--- src/rtl/fir_pkg.sv ---
// Shared types and default sizes for the FIR coefficient loader and its bank.
package fir_pkg;
  localparam int FILTER_BITS_DEF = 12;
  localparam int FILTER_TAPS_DEF = 32;
  localparam int COUNT_BITS_DEF  = 8;

  typedef enum logic [1:0] {IDLE, LOAD, DRAIN, ARMED} loader_state_t;

  typedef logic [FILTER_BITS_DEF-1:0] coef_t;
endpackage

--- src/rtl/fir_coef_bank.sv ---
// Shadow/active coefficient storage: shadow is written one tap at a time,
// and swap copies the whole shadow into the active bank in one edge.
module fir_coef_bank #(
  parameter int BITS  = 12,
  parameter int TAPS  = 32,
  parameter int IDX_W = $clog2(TAPS)
) (
  input  logic                       clk,
  input  logic                       rst,
  input  logic                       we,
  input  logic [IDX_W-1:0]           widx,
  input  logic [BITS-1:0]            wdata,
  input  logic                       swap,
  output logic [TAPS-1:0][BITS-1:0]  active
);
  logic [TAPS-1:0][BITS-1:0] shadow;

  always_ff @(posedge clk) begin
    if (rst) begin
      shadow <= '0;
      active <= '0;
    end else begin
      if (we)   shadow[widx] <= wdata;
      if (swap) active       <= shadow;
    end
  end
endmodule

--- src/rtl/fir_coeff_loader.sv ---
// Streams a coefficient set into a shadow bank and swaps it into the active
// bank on a sample strobe, so no filter output mixes old and new taps.
module fir_coeff_loader
  import fir_pkg::*;
#(
  parameter int FILTER_BITS = FILTER_BITS_DEF,
  parameter int FILTER_TAPS = FILTER_TAPS_DEF,
  parameter int COUNT_BITS  = COUNT_BITS_DEF
) (
  input  logic                                   clk,
  input  logic                                   rst,
  input  logic                                   coef_valid,
  output logic                                   coef_ready,
  input  logic [FILTER_BITS-1:0]                 coef_data,
  input  logic                                   coef_last,
  input  logic                                   sample_strobe,
  output logic [FILTER_TAPS-1:0][FILTER_BITS-1:0] filter_coefficients,
  output logic                                   busy,
  output logic                                   swap_done,
  output logic                                   load_error,
  output logic [COUNT_BITS-1:0]                  swap_count
);
  localparam int IDX_W = $clog2(FILTER_TAPS);
  localparam logic [IDX_W-1:0] IDX_MAX = IDX_W'(FILTER_TAPS - 1);

  loader_state_t    state, state_nxt;
  logic [IDX_W-1:0] idx, idx_nxt, widx;
  logic             accept, we, swap, err_nxt;

  assign accept = coef_valid && coef_ready;

  always_comb begin
    state_nxt  = state;
    idx_nxt    = idx;
    err_nxt    = 1'b0;
    swap       = 1'b0;
    we         = 1'b0;
    widx       = idx;
    coef_ready = (state != ARMED);
    busy       = (state != IDLE);
    case (state)
      IDLE: if (accept) begin
        we   = 1'b1;
        widx = '0;
        if (coef_last) err_nxt = 1'b1;
        else begin
          idx_nxt   = IDX_W'(1);
          state_nxt = LOAD;
        end
      end
      LOAD: if (accept) begin
        we = 1'b1;
        if (idx == IDX_MAX) begin
          // Full set received: a trailing last arms, otherwise flush the overrun.
          idx_nxt   = '0;
          state_nxt = coef_last ? ARMED : DRAIN;
          err_nxt   = !coef_last;
        end else if (coef_last) begin
          idx_nxt   = '0;
          state_nxt = IDLE;
          err_nxt   = 1'b1;
        end else begin
          idx_nxt = idx + IDX_W'(1);
        end
      end
      DRAIN: if (accept && coef_last) state_nxt = IDLE;
      ARMED: if (sample_strobe) begin
        swap      = 1'b1;
        state_nxt = IDLE;
      end
      default: state_nxt = IDLE;
    endcase
  end

  always_ff @(posedge clk) begin
    if (rst) begin
      state      <= IDLE;
      idx        <= '0;
      load_error <= 1'b0;
      swap_done  <= 1'b0;
      swap_count <= '0;
    end else begin
      state      <= state_nxt;
      idx        <= idx_nxt;
      load_error <= err_nxt;
      swap_done  <= swap;
      swap_count <= swap_count + COUNT_BITS'(swap);
    end
  end

  fir_coef_bank #(
    .BITS  (FILTER_BITS),
    .TAPS  (FILTER_TAPS),
    .IDX_W (IDX_W)
  ) u_bank (
    .clk    (clk),
    .rst    (rst),
    .we     (we),
    .widx   (widx),
    .wdata  (coef_data),
    .swap   (swap),
    .active (filter_coefficients)
  );
endmodule
--- config.mk ---
export PLATFORM = sky130hd
export DESIGN_NAME = fir_coeff_loader
export DESIGN_NICKNAME = d
export VERILOG_FILES = /design/src/rtl/fir_pkg.sv /design/src/rtl/fir_coef_bank.sv /design/src/rtl/fir_coeff_loader.sv
export SDC_FILE = /design/constraint.sdc
export NUM_CORES = 2
export LEC_CHECK = 0
export CORE_ASPECT_RATIO = 0.7
export CORE_MARGIN = 8
export CORE_UTILIZATION = 56
export CTS_BUF_LIST = sky130_fd_sc_hd__clkbuf_8
export DETAILED_ROUTE_END_ITERATION = 6
export GPL_ROUTABILITY_DRIVEN = 0
export HOLD_SLACK_MARGIN = 0.06
export PLACE_DENSITY = 0.85
export SLEW_MARGIN = 20
export SYNTH_ARGS = -nofsm -noshare
export SYNTH_HDL_FRONTEND = slang
export SYNTH_HIERARCHICAL = 1
export SYNTH_SLANG_ARGS = --single-unit
--- constraint.sdc ---
create_clock -name clk -period 3.21 [get_ports clk]
set_clock_uncertainty 0.15 [all_clocks]
set_input_delay 0.963 -clock clk [delete_from_list [all_inputs] [get_ports clk]]
set_output_delay 0.963 -clock clk [all_outputs]
set_load 0.05 [all_outputs]
==> key figures <==
Run status
  • Outcome: completed

Critical path
  • Worst Path Required: 2.10 ns
  • CP max stage delay: 0.85 ns
  • CP bufs+invs: 1
  • Crit start category: flop
  • CP Capture Type: output pin
  • Reg2reg start: state[0]$_SDFFE_PP0P_
  • Critical Path Slowest Stage Cell: clkdlybuf4s50_1
  • CP top delay family: buffers and inverters
  • Crit Path Category: flop to output pin
  • Worst setup startpoint: u_bank/active[150]$_SDFFE_PP0P_
  • Critical path peak fanout: 2
  • CP Cell Sequence: clkdlybuf4s50_1
  • CP arrival: 1.98 ns

Clock tree
  • Worst skew pair latency: 0.70 ns
  • Post-CTS setup buffer count: 0
  • CTS tree: built
  • CTS clk-pin slew, worst paths: 0.06 ns
  • Root Buffer: clkbuf_8
  • Clock Sinks: 785
  • Clock Tree Buf Depth: 3
  • H-tree depth: 3
  • Cts bufs inserted: 112

STA
  • Hold Fails Final Rpt: 0
  • FMAX: 0.323 GHz
  • Worst hold margin: 0.326 ns
  • Relative slew margins: 51.4%
  • Final setup fails: 0
  • Min Tclk post-route: 3.09 ns
  • Tcrit/Tclk final: 96.3%
  • Max Slew Vio Count: 0
  • Slew @ Worst Pin: 0.729 ns
  • RSZ-0062 raised after global routing: false
  • Setup TNS: 0 ns

Yosys
  • Synth area leader: dfxtp_1
  • Sequential share of the synthesized area: 53.9%
  • Synth warn: 6
  • Post-Syn Instances: 2659
  • Synth top area share: 53.9%
  • FF+latch count, synth: 785
  • Post-synthesis net count: 2682
  • Syn Area/Cell: 11.0 um^2
  • Synth area leaders: dfxtp_1 (54%), mux2i_1 (26%), nand2b_1 (8.5%), nor2_1 (5.0%), clkbuf_1 (1.3%)
  • Synth cell types: 42
  • Post-Syn Area: 0.0292 mm^2

Detailed routing
  • DRT Pass-1 Iters: 5
  • WL final: 79500 um
  • Post-route DRC: 0
  • WL/cell: 20.7 um
  • Iteration-0 DRC count of the detailed router: 1373
  • Met3 WL: 4530 um
  • Met2 routed WL: 38400 um
  • Vias per inst: 5.32
  • Highest routed metal layer: met4
  • Vias: 20500
  • Wl on met1: 34000 um
  • Final ANT Viol Nets: 0

Min path
  • Hold path startpoint: u_bank/shadow[365]$_SDFFE_PP0P_
  • Tightest Hold Check Type: flop to flop

Power
  • Leakage power total: 15.5 nW
  • Power per cell area: 505 mW/mm^2
  • Max VDD drop: 0.000452 V

Finish
  • Filler cell count: 3532
  • Fin area: 0.0369 mm^2
  • Final net count: 3096
  • Most frequent cells in the layout: dfxtp_1 (785), mux2i_1 (769), clkdlybuf4s50_1 (408)
  • Fraction of layout cells with a size suffix above 1: 9.19%
  • P&R area growth vs syn: 26.7%
  • Most common cell after layout, fill and taps aside: dfxtp_1

Global route
  • First-pass GRT wire length: 120000 um
  • Vias in the first global route: 21300
  • Largest net degree at the start of global routing: 202
  • Initial antenna violation count: 1
  • GRT Overall Usage: 25.6%
  • GRT Residual Overflow: 0

Floorplan
  • Boundary Pins: 413
  • Die area: 0.0597 mm^2
  • Initial Utilization: 56.2%
  • Core box area: 0.0518 mm^2
  • Num rows: 70
  • Die boundary height: 207 um
  • Die Width: 289 um

Place
  • Dpl hpwl: 50600 um
  • DP Area: 0.0345 mm^2
  • Port Buffers: 412

Flow run
  • MaxCap Viol Count: 0
sequential cells by signal, summed over array words and instances, names as in the netlist:
register,count
swap_count,8
idx,5
u_bank/shadow,384
load_error,1
u_bank/active,384
swap_done,1
state,2
cell type report:
class                   count  area (um^2)  area share, %
repair buffers            505         5510           14.9
clock inverters            55          382           1.03
clock buffers             152         2090           5.66
flip-flops and latches    785        15700           42.5
well taps                 684          856           2.32
multi-input cells        1664        12400           33.5
diodes                      1         2.50        0.00677
inverters                   5         18.8         0.0508
synth_stat cells, drive strengths merged:
cell type	instances
buf	104
or2	1
ha	6
o311ai	1
dfxtp	785
nand2b	398
a211oi	1
and4bb	3
or3b	1
xnor2	1
o21ai	5
nand4	1
or3	3
nor3	1
a31o	1
and4	1
a21oi	11
nand3	7
xor2	2
nand4b	1
clkbuf	101
and3	2
o211ai	1
nor2	388
nor3b	1
nand2	37
mux2i	769
and2	2
nor4b	1
inv	5
nor2b	11
o31ai	2
and4b	3
or4	2
per-stage QoR:
step	worst slack, ns	cells	total power, W	util (%)
CTS	0.0592	3850	0.0188	71.3
finish	0.118	3851	0.0187	71.3
floorplan	0.459	2659	0.0103	-
global placement	-0.207	3643	0.0105	66.5
detailed placement	-0.271	3643	0.0105	66.5
global route	0.0177	3851	0.0193	71.3
final timing paths:
| path | end | slack (ns) | cells past startpoint |
|---|---|---|---|
| max | filter_coefficients[150] | 0.12 | 1 |
| min | u_bank/shadow[365]$_SDFFE_PP0P_ | 0.33 | 2 |
| max reg2reg | u_bank/shadow[295]$_SDFFE_PP0P_ | 0.79 | 9 |
| min reg2reg | u_bank/shadow[365]$_SDFFE_PP0P_ | 0.33 | 2 |
routing by layer:
metal / vias up / track usage (%)
met5: - / 0
met1: 10100 / 31.7
li1: 9648 / -
met3: 181 / 5.85
met2: 595 / 43.4
met4: 0 / 10.1
where the power goes:
| part | internal, W | leakage, nW | switching [W] |
|---|---|---|---|
| logic | 0.000200 | 7.74 | 0.000354 |
| registers | 0.00976 | 6.32 | 0.0000110 |
| clock network | 0.00456 | 1.41 | 0.00379 |
worst min-delay path, stage by stage, from the launching register on:
cell	delay [ns]
dfxtp_1	0.31
nand2b_1	0.06
mux2i_1	0.06
cell families after synthesis:
family | Yosys count | share of synthesized area, %
flip-flops | 785 | 53.9
AO/OA/AOI/OAI | 22 | 0.451
adder cells (fa/ha/maj) | 6 | 0.257
AND/OR/NAND/NOR | 864 | 15.1
XOR/XNOR | 3 | 0.0901
buffers and inverters | 210 | 3.81
multiplexers | 769 | 26.4
timing repair:
action,in CTS,in global routing
resized for setup,3,0
setup endpoints to repair,3,0
hold buffers,0,0
(Power assumes the default switching activity.)
==> RTL change: new RTL, same flow settings <==
Change the package constant `COUNT_BITS_DEF` from 8 to 10.
--- a/src/rtl/fir_pkg.sv
+++ b/src/rtl/fir_pkg.sv
@@ -2,7 +2,7 @@
 package fir_pkg;
   localparam int FILTER_BITS_DEF = 12;
   localparam int FILTER_TAPS_DEF = 32;
-  localparam int COUNT_BITS_DEF  = 8;
+  localparam int COUNT_BITS_DEF  = 10;
 
   typedef enum logic [1:0] {IDLE, LOAD, DRAIN, ARMED} loader_state_t;
 
Interface: changed (resized swap_count); port bits go from 413 to 415. No check against the original RTL was run, so the function may have changed too.
==> RTL change against the original RTL <==
Sequential cell count up 2. Design area fell by 0.58%. Combinational power decreased by 3%. Worst setup slack worse by 29 ps. Power fell by 1.4%. Critical path type unchanged. Critical path depth is the same. Via count decreased by 0.53%. Global-route usage decreased by 0.39 points. First-iteration DRC count is 12% lower. Sequential share of layout area up 0.36 points. Synthesized area is 0.33% higher. Routed wire length is 0.57% lower.
==> RTL change: results <==
{
  "first_iter_violations": 1215,
  "avgViaCountPerCell": 5.29,
  "regToRegSetupSlack_ps": 830,
  "synth_area_leaders": "dfxtp_1, mux2i_1, nand2b_1, nor2_1, clkbuf_1",
  "r2r-start": "state[0]",
  "reg2reg_to": "u_bank/shadow[233]",
  "cts_buffers": 110,
  "use_met3_pct": 5.62,
  "drt_pre_antenna_iters": 7,
  "pre_cts_ws_ps": -7.87,
  "cp-startpoint": "u_bank/active[145]",
  "synthTopCellsByCount": "dfxtp_1, mux2i_1, nand2b_1",
  "diodes": 0,
  "drt_wl_total_um": 79100,
  "slowest_stage": "clkdlybuf4s50_1",
  "cp-endpoint": "filter_coefficients[145]",
  "r2r_cells": 8,
  "p_leak_nw": 15.4,
  "hp-class": "reg -> reg",
  "arrival_ps": 2010,
  "nets": 3104,
  "clk_latency_ps": 730,
  "grt_max_degree": 198,
  "postPlaceCellArea_um2": 34400,
  "met1_usage_pct": 31.8,
  "antenna_found_initial": 0,
  "io_buffers": 414,
  "ys_seq_area_share_pct": 53.8,
  "drive_gt1_share_pct": 8.98,
  "top_regs": "u_bank/active: 384 flops, u_bank/shadow: 384 flops, swap_count: 10 flops",
  "slew_headroom_pct": 52.9,
  "place_hpwl_um": 49900,
  "status": "finished, final reports clean",
  "grt_util_met2_pct": 42.4,
  "grt_pass1_wl_um": 121000,
  "ys_types": 37,
  "grt_pass1_vias": 21000,
  "syn_nets": 2695,
  "fmax_ghz": 0.320,
  "grt_usage_pct": 25.3,
  "worst_ir_drop_vdd_uv": 423
}
## RTL change: kinds of logic (layout without fill, tap and decap cells)
group                    count (synthesis)  in the layout  share of synthesized area, %
multiplexers                           769            769                          26.3
buffers and inverters                  215            716                          3.84
XOR/XNOR                                 3              3                        0.0898
AND/OR/NAND/NOR                        867            867                          15.1
AO/OA/AOI/OAI                           25             25                         0.526
flip-flops                             787            787                          53.8
adder cells (fa/ha/maj)                  6              6                         0.257
## RTL change: worst min path at each step
stage | startpoint | endpoint | slack [ps] | cells after the start
5_1_grt | u_bank/shadow[100] | u_bank/shadow[100] | 350 | 2
6_report | u_bank/shadow[317] | u_bank/active[317] | 320 | 2
3_3_place_gp | u_bank/shadow[146] | u_bank/shadow[146] | 310 | 2
4_1_cts | u_bank/shadow[317] | u_bank/active[317] | 330 | 2
2_1_floorplan | u_bank/shadow[0] | u_bank/shadow[0] | 300 | 2
3_5_place_dp | u_bank/shadow[90] | u_bank/shadow[90] | 320 | 2
## RTL change: per-layer routing
layer  vias to the layer above  share of wire, %
li1                       9692                 -
met1                      9960                44
met2                       578                48
met3                       156               5.4
met4                         0               2.8
met5                         -                 0
## RTL change: layout make-up
type                            count  area [um^2]
Clock buffer                      134         1840
Clock inverter                     70          488
Fill cell                        3614        15200
Inverter                            9         33.8
Multi-Input combinational cell   1670        12400
Sequential cell                   787        15800
Tap cell                          684          856
Timing Repair Buffer              503         5340
## RTL change: timing repair
action | CTS | global route
gates resized for setup | 4 | 5
setup buffers | 0 | 0
setup endpoints to repair | 4 | 4
## RTL change: worst register-to-register path: stages (launching register included)
cell and delay, ps:
dfxtp_1 520, inv_1 140, and3_1 240, nor2_1 150, buf_4 180, and4bb_2 330
nand2_1 90, buf_4 240, mux2i_1 280
## RTL change: stage by stage
| step | hold slack (ps) | instances | utilization, % | setup TNS [ps] |
|---|---|---|---|---|
| final | 323 | 3857 | 70.7 | 0 |
| after global routing | 346 | 3857 | 70.7 | 0 |
| after CTS | 326 | 3857 | 70.7 | 0 |
| after detailed placement | 317 | 3653 | 66.2 | -11.3 |
| after global placement | 310 | 3653 | 66.2 | 0 |
| after floorplan | 298 | 2672 | - | 0 |
## RTL change: report_power, final
group	switching [W]	internal, W	leakage, nW
combinational	0.000348	0.000190	7.74
clock	0.00384	0.00423	1.33
sequential	0.0000128	0.00978	6.34
total	0.00420	0.0142	15.4
